[src/rtl/rtype_regfile_wb_if.sv]
// Instruction/operand/writeback bundle between the issue side and the R-type register file.
// Handshake: an instruction transfers on a rising clk edge where instr_valid and instr_ready are both 1.
interface rtype_regfile_wb_if #(parameter int N = 32);
   logic          instr_valid;
   logic          instr_ready;
   logic [31:0]   instruction_R;
   logic [N-1:0]  Read_data1_R;
   logic [N-1:0]  Read_data2_R;
   logic          op_valid;
   logic [N-1:0]  ALUResult_R;
   logic          wb_en;
   logic [4:0]    wb_addr;
   logic [N-1:0]  wb_data;
   logic          illegal;

   modport master (
      output instr_valid, instruction_R, ALUResult_R,
      input  instr_ready, Read_data1_R, Read_data2_R, op_valid,
             wb_en, wb_addr, wb_data, illegal
   );

   modport slave (
      input  instr_valid, instruction_R, ALUResult_R,
      output instr_ready, Read_data1_R, Read_data2_R, op_valid,
             wb_en, wb_addr, wb_data, illegal
   );
endinterface

[src/rtl/rtype_regfile_wb.sv]
// R-type register file: accepts an instruction, issues its operands one cycle later, writes the ALU result back.
// Define WB_BYPASS_EN to forward ALUResult_R on a read-after-write hazard instead of stalling one cycle.
module rtype_regfile_wb #(
   parameter int N = 32
) (
   input  logic              clk,
   input  logic              rst,
   rtype_regfile_wb_if.slave bus
);
   localparam logic [6:0] OP_RTYPE = 7'b0110011;

   logic [N-1:0] regs_q [32];
   logic [N-1:0] rd1_q, rd1_d;
   logic [N-1:0] rd2_q, rd2_d;
   logic         op_valid_q, op_valid_d;
   logic         illegal_q, illegal_d;
   logic [4:0]   rd_q, rd_d;

   logic [4:0]   rs1, rs2, rd;
   logic [6:0]   opcode;
   logic         legal, pend_wr, hazard, ready, accept;
   logic [N-1:0] opnd1, opnd2;
   logic         unused_bits;

   assign rs1         = bus.instruction_R[19:15];
   assign rs2         = bus.instruction_R[24:20];
   assign rd          = bus.instruction_R[11:7];
   assign opcode      = bus.instruction_R[6:0];
   assign unused_bits = ^{bus.instruction_R[31:25], bus.instruction_R[14:12]};
   assign legal       = (opcode == OP_RTYPE);

   // A pending write to a non-zero rd lands at the closing edge of the issue cycle.
   assign pend_wr = op_valid_q && (rd_q != 5'd0);
   assign hazard  = bus.instr_valid && pend_wr && ((rs1 == rd_q) || (rs2 == rd_q));

`ifdef WB_BYPASS_EN
   assign ready = !rst;
`else
   assign ready = !rst && !hazard;
`endif
   assign accept = bus.instr_valid && ready;

   always_comb begin
      opnd1 = (rs1 == 5'd0) ? '0 : regs_q[rs1];
      opnd2 = (rs2 == 5'd0) ? '0 : regs_q[rs2];
`ifdef WB_BYPASS_EN
      if (hazard && (rs1 == rd_q)) opnd1 = bus.ALUResult_R;
      if (hazard && (rs2 == rd_q)) opnd2 = bus.ALUResult_R;
`endif
   end

   always_comb begin
      rd1_d      = rd1_q;
      rd2_d      = rd2_q;
      rd_d       = rd_q;
      op_valid_d = 1'b0;
      illegal_d  = 1'b0;
      if (accept) begin
         rd_d       = rd;
         op_valid_d = legal;
         illegal_d  = !legal;
         if (legal) begin
            rd1_d = opnd1;
            rd2_d = opnd2;
         end
      end
   end

   always_ff @(posedge clk or posedge rst) begin
      if (rst) begin
         for (int i = 0; i < 32; i++) regs_q[i] <= '0;
         rd1_q      <= '0;
         rd2_q      <= '0;
         rd_q       <= '0;
         op_valid_q <= 1'b0;
         illegal_q  <= 1'b0;
      end else begin
         if (pend_wr) regs_q[rd_q] <= bus.ALUResult_R;
         rd1_q      <= rd1_d;
         rd2_q      <= rd2_d;
         rd_q       <= rd_d;
         op_valid_q <= op_valid_d;
         illegal_q  <= illegal_d;
      end
   end

   assign bus.instr_ready  = ready;
   assign bus.Read_data1_R = rd1_q;
   assign bus.Read_data2_R = rd2_q;
   assign bus.op_valid     = op_valid_q;
   assign bus.illegal      = illegal_q;
   assign bus.wb_en        = pend_wr;
   assign bus.wb_addr      = op_valid_q ? rd_q : 5'd0;
   assign bus.wb_data      = op_valid_q ? bus.ALUResult_R : '0;
endmodule

[src/flat_wrapper.sv]
// flat-port wrapper written by rule: the top's interface ports become plain ports
module rtype_regfile_wb_flat 
#(
   parameter int N = 32
)
  (clk, rst, bus_instr_valid, bus_instruction_R, bus_ALUResult_R, bus_instr_ready, bus_Read_data1_R, bus_Read_data2_R, bus_op_valid, bus_wb_en, bus_wb_addr, bus_wb_data, bus_illegal);
  rtype_regfile_wb_if #(.N(N)) bus_i ();
  input  logic clk;
  input  logic rst;
  input wire logic [$bits(bus_i.instr_valid)-1:0] bus_instr_valid;
  input wire logic [$bits(bus_i.instruction_R)-1:0] bus_instruction_R;
  input wire logic [$bits(bus_i.ALUResult_R)-1:0] bus_ALUResult_R;
  output wire logic [$bits(bus_i.instr_ready)-1:0] bus_instr_ready;
  output wire logic [$bits(bus_i.Read_data1_R)-1:0] bus_Read_data1_R;
  output wire logic [$bits(bus_i.Read_data2_R)-1:0] bus_Read_data2_R;
  output wire logic [$bits(bus_i.op_valid)-1:0] bus_op_valid;
  output wire logic [$bits(bus_i.wb_en)-1:0] bus_wb_en;
  output wire logic [$bits(bus_i.wb_addr)-1:0] bus_wb_addr;
  output wire logic [$bits(bus_i.wb_data)-1:0] bus_wb_data;
  output wire logic [$bits(bus_i.illegal)-1:0] bus_illegal;
  assign bus_i.instr_valid = bus_instr_valid;
  assign bus_i.instruction_R = bus_instruction_R;
  assign bus_i.ALUResult_R = bus_ALUResult_R;
  assign bus_instr_ready = bus_i.instr_ready;
  assign bus_Read_data1_R = bus_i.Read_data1_R;
  assign bus_Read_data2_R = bus_i.Read_data2_R;
  assign bus_op_valid = bus_i.op_valid;
  assign bus_wb_en = bus_i.wb_en;
  assign bus_wb_addr = bus_i.wb_addr;
  assign bus_wb_data = bus_i.wb_data;
  assign bus_illegal = bus_i.illegal;
  rtype_regfile_wb #(.N(N)) u_core (.clk(clk), .rst(rst), .bus(bus_i));
endmodule
[config.mk]
export PLATFORM = sky130hd
export DESIGN_NAME = rtype_regfile_wb_flat
export DESIGN_NICKNAME = d
export VERILOG_FILES = /design/src/rtl/rtype_regfile_wb_if.sv /design/src/rtl/rtype_regfile_wb.sv /design/src/flat_wrapper.sv
export SDC_FILE = /design/constraint.sdc
export NUM_CORES = 2
export LEC_CHECK = 0
export CORE_MARGIN = 3
export CORE_UTILIZATION = 25
export DETAILED_ROUTE_END_ITERATION = 7
export RECOVER_POWER = 50
export SYNTH_ARGS = -nofsm -noshare
export SYNTH_HDL_FRONTEND = slang
export SYNTH_SLANG_ARGS = --single-unit
[constraint.sdc]
create_clock -name clk -period 38.1 [get_ports clk]
set_input_delay 7.62 -clock clk [delete_from_list [all_inputs] [get_ports clk]]
set_output_delay 7.62 -clock clk [all_outputs]
set_load 0.02 [all_outputs]
==> results.toml <==
[run_status]
status = "finished, violations left"
violations_in_the_final_reports = "max-capacitance violations, max-slew violations"

[yosys]
main_combinational_cell_family_by_area_after_synthesis = "multiplexers"
yosysWarningCount = 0
synth_flop_cell = "dfrtp_1"
yosysTopAreaCell = "dfrtp_1"
synthCells = 3797
ys_top_cells_by_area = "dfrtp_1 (48%), mux2_2 (21%), mux4_2 (18%), mux2i_1 (2.9%), clkbuf_1 (1.3%)"
synth_edf_count = 0
simple_gate_share_of_the_synthesized_area_pct = 1.69
synth-xor-area-share_pct = 0.153
async_flop_share_pct = 100
synth.mux.area_fraction_pct = 42.6
yosys.area.top_type_share_pct = 47.8
synthesized_net_count = 3864
synth-compound-area-share_pct = 4.12
synth_cell_type_count = 46
ys_ff_latch = 1095
yosysSeqAreaShare_pct = 47.8
syn_area_per_cell_um2 = 15.1
mappedNetlistArea_um2 = 57300
post_synth_fa_ha_maj_area_fraction_pct = 0

[power]
power.density_nw_per_um2 = 40.7
vdd_ir_drop_max_uv = 35.7
power.leakage_nw = 27.1

[route]
drt.antenna.violating_nets = 0
drt_drc_violations_left = 0
drt-pass1-iter-count = 5
post_drt_via_cell_ratio = 5.29
drt_wl_total_um = 194000
routedWlPerCell_um = 28.3
initialDrtViolationCount = 3424
vias = 36200

[setup_path]
timing.critical_path.to_type = "asynchronous set/reset pin"
timing.setup.critical_path_class = "input port to asynchronous set/reset pin"
timing.reg2reg.setup_slack_ns = 34.28
crit_arrival_ns = 18.98
path_max_fanout = 190
required_ns = 38.79
startpoint_type = "input port"

[placement]
dp_worst_setup_slack_ns = 20.49
placement.io_buffers = 161
dpl.hpwl_um = 117000
finalWeightedCongestion = 0.814

[global_routing]
antenna_found_initial = 9
gr-usage-all-layers_pct = 16.1
grt_max_degree = 191
grt_pass1_vias = 37200
grt_first_pass_wirelength_um = 279000
globalRouteOverflowTotal = 0

[timing]
grt_setup_unrepaired = "no"
worst_clock_skew_ns = 0.0363
finalHoldWorstSlack_ns = 0.397
fin_crit_sh_pct = 48.0
timing.fmax_mhz = 54.7
tightest_slew_ns = 10.62
finalWorstPathRequiredPeriod_ns = 18.29
fin_tns_setup_ns = 0
maxSlewViolCount = 421
setup-violations-final = 0
slew_headroom_pct = -608
layout_setup_ws_ns = 19.81
report.final.hold_viol_count = 0

[clock_tree]
clk_path_buf_depth = 3
clkLatencyLatePin_ns = 0.74
cts-hold-fix-buffers = 0
tritoncts = "yes"
postCtsResizedCells = 0
post_cts_buffers = 0
cts.clk_slew.worst_paths_ns = 0.06
cts-buffers-inserted = 112
cts_root_buffer = "clkbuf_16"
ctsHtreeMaxLevel = 3
numClockSinks = 1095

[floorplanning]
placeableCoreArea_um2 = 228000
initial_utilization_pct = 25.2
io_pins = 172
number_of_placement_rows = 175
dieHeight_um = 485
floorplan.die_area_um2 = 235000
chipWidth_um = 485

[final_layout]
drive_gt1_share_pct = 48.8
final_core_utilization_pct = 28.7
total_number_of_nets_in_the_final_design = 3802
fillers = 22700
most-common-layout-cells = "dfrtp_1 (1094), mux2_2 (1092), mux4_2 (461), mux2i_1 (168), clkdlybuf4s50_1 (120)"
final_common_cell = "dfrtp_1"
syn2layout_area_growth_pct = 14.1

[hold_path]
hold_crit_path_type = "register to register"

[job]
maxCapViolations = 8
==> layout make-up <==
class / count / area [um2] / share of cell area, %
well taps: 3009 / 3760 / 5.76
clock inverters: 34 / 405 / 0.620
multi-input cells: 2255 / 28100 / 42.9
diodes: 5 / 12.5 / 0.0191
repair buffers: 264 / 2350 / 3.60
clock buffers: 176 / 3370 / 5.15
inverters: 7 / 30.0 / 0.0459
flip-flops and latches: 1095 / 27400 / 41.9
==> metal layers <==
metal / wire length, um / track usage (%) / vias up
li1: - / - / 14500
met1: 77000 / 20.3 / 19900
met2: 92900 / 26.2 / 1370
met3: 13100 / 3.06 / 414
met4: 10700 / 8.35 / 2
met5: 13 / 0 / -
==> cell usage after synthesis, types with 3 or more instances <==
library cell,n
nor2_1,21
a22o_1,34
a32o_1,30
a21oi_1,32
buf_6,13
nand3b_1,3
nor3_1,4
buf_1,47
mux4_2,461
nand2b_1,6
mux2_2,1092
o22ai_1,51
nor3b_1,3
o21ai_1,11
and2_1,37
clkbuf_1,206
a221oi_1,51
nor2b_1,8
dfrtp_1,1095
o22a_1,8
inv_1,6
o21ai_0,21
mux2i_1,168
buf_4,25
xor2_1,10
buf_2,149
nand2_1,111
o221ai_1,9
a221o_1,28
a31oi_1,29
or3_1,5
mux2_1,7
==> cells by family after synthesis <==
logic type,Yosys count
compound gates,311
xor+xnor,10
buf+inv,447
flops,1095
mux,1728
simple gates,206
==> where the power goes <==
part	switching [mW]	leakage (nW)	internal, mW
combinational	0.160	11.3	0.129
sequential	0.0320	13.9	1.20
clock	0.485	1.86	0.653
total	0.677	27.1	1.98
==> final timing paths <==
path                                           startpoint                             end  depth (start not counted)
max                                                   rst  u_core.regs_q[840]$_DFFE_PP0P_                          6
min                        u_core.regs_q[997]$_DFFE_PP0P_  u_core.regs_q[997]$_DFFE_PP0P_                          0
max reg2reg                    u_core.rd_q[3]$_DFFE_PP0P_  u_core.regs_q[865]$_DFFE_PP0P_                          6
min reg2reg                u_core.regs_q[997]$_DFFE_PP0P_  u_core.regs_q[997]$_DFFE_PP0P_                          0
max in group clk                      bus_ALUResult_R[31]                 bus_wb_data[31]                          4
min in group asynchronous                             rst  u_core.regs_q[858]$_DFFE_PP0P_                          3
==> state kept, by name (all words and copies together), names as in the netlist <==
register / flops
u_core.bus.illegal: 1
u_core.regs_q: 1024
u_core.bus.op_valid: 1
u_core.rd_q: 5
u_core.bus.Read_data1_R: 32
u_core.bus.Read_data2_R: 32
==> worst max-delay path, cell delays in order <==
cell           delay, ns
dlygate4sd3_1       0.61
clkinvlp_4          0.09
clkbuf_1            7.32
buf_4               1.42
buf_4               0.76
buf_4               0.88
==> metrics by stage <==
step / power (mW) / cells / cell area (um2)
floorplan: 1.45 / 3797 / 57300
global placement: 1.54 / 6630 / 61700
detailed placement: 1.55 / 6630 / 61700
CTS: 2.69 / 6840 / 65500
global route: 2.75 / 6844 / 65400
finish: 2.66 / 6845 / 65400
Note: power is estimated with default switching activity, not from simulation.
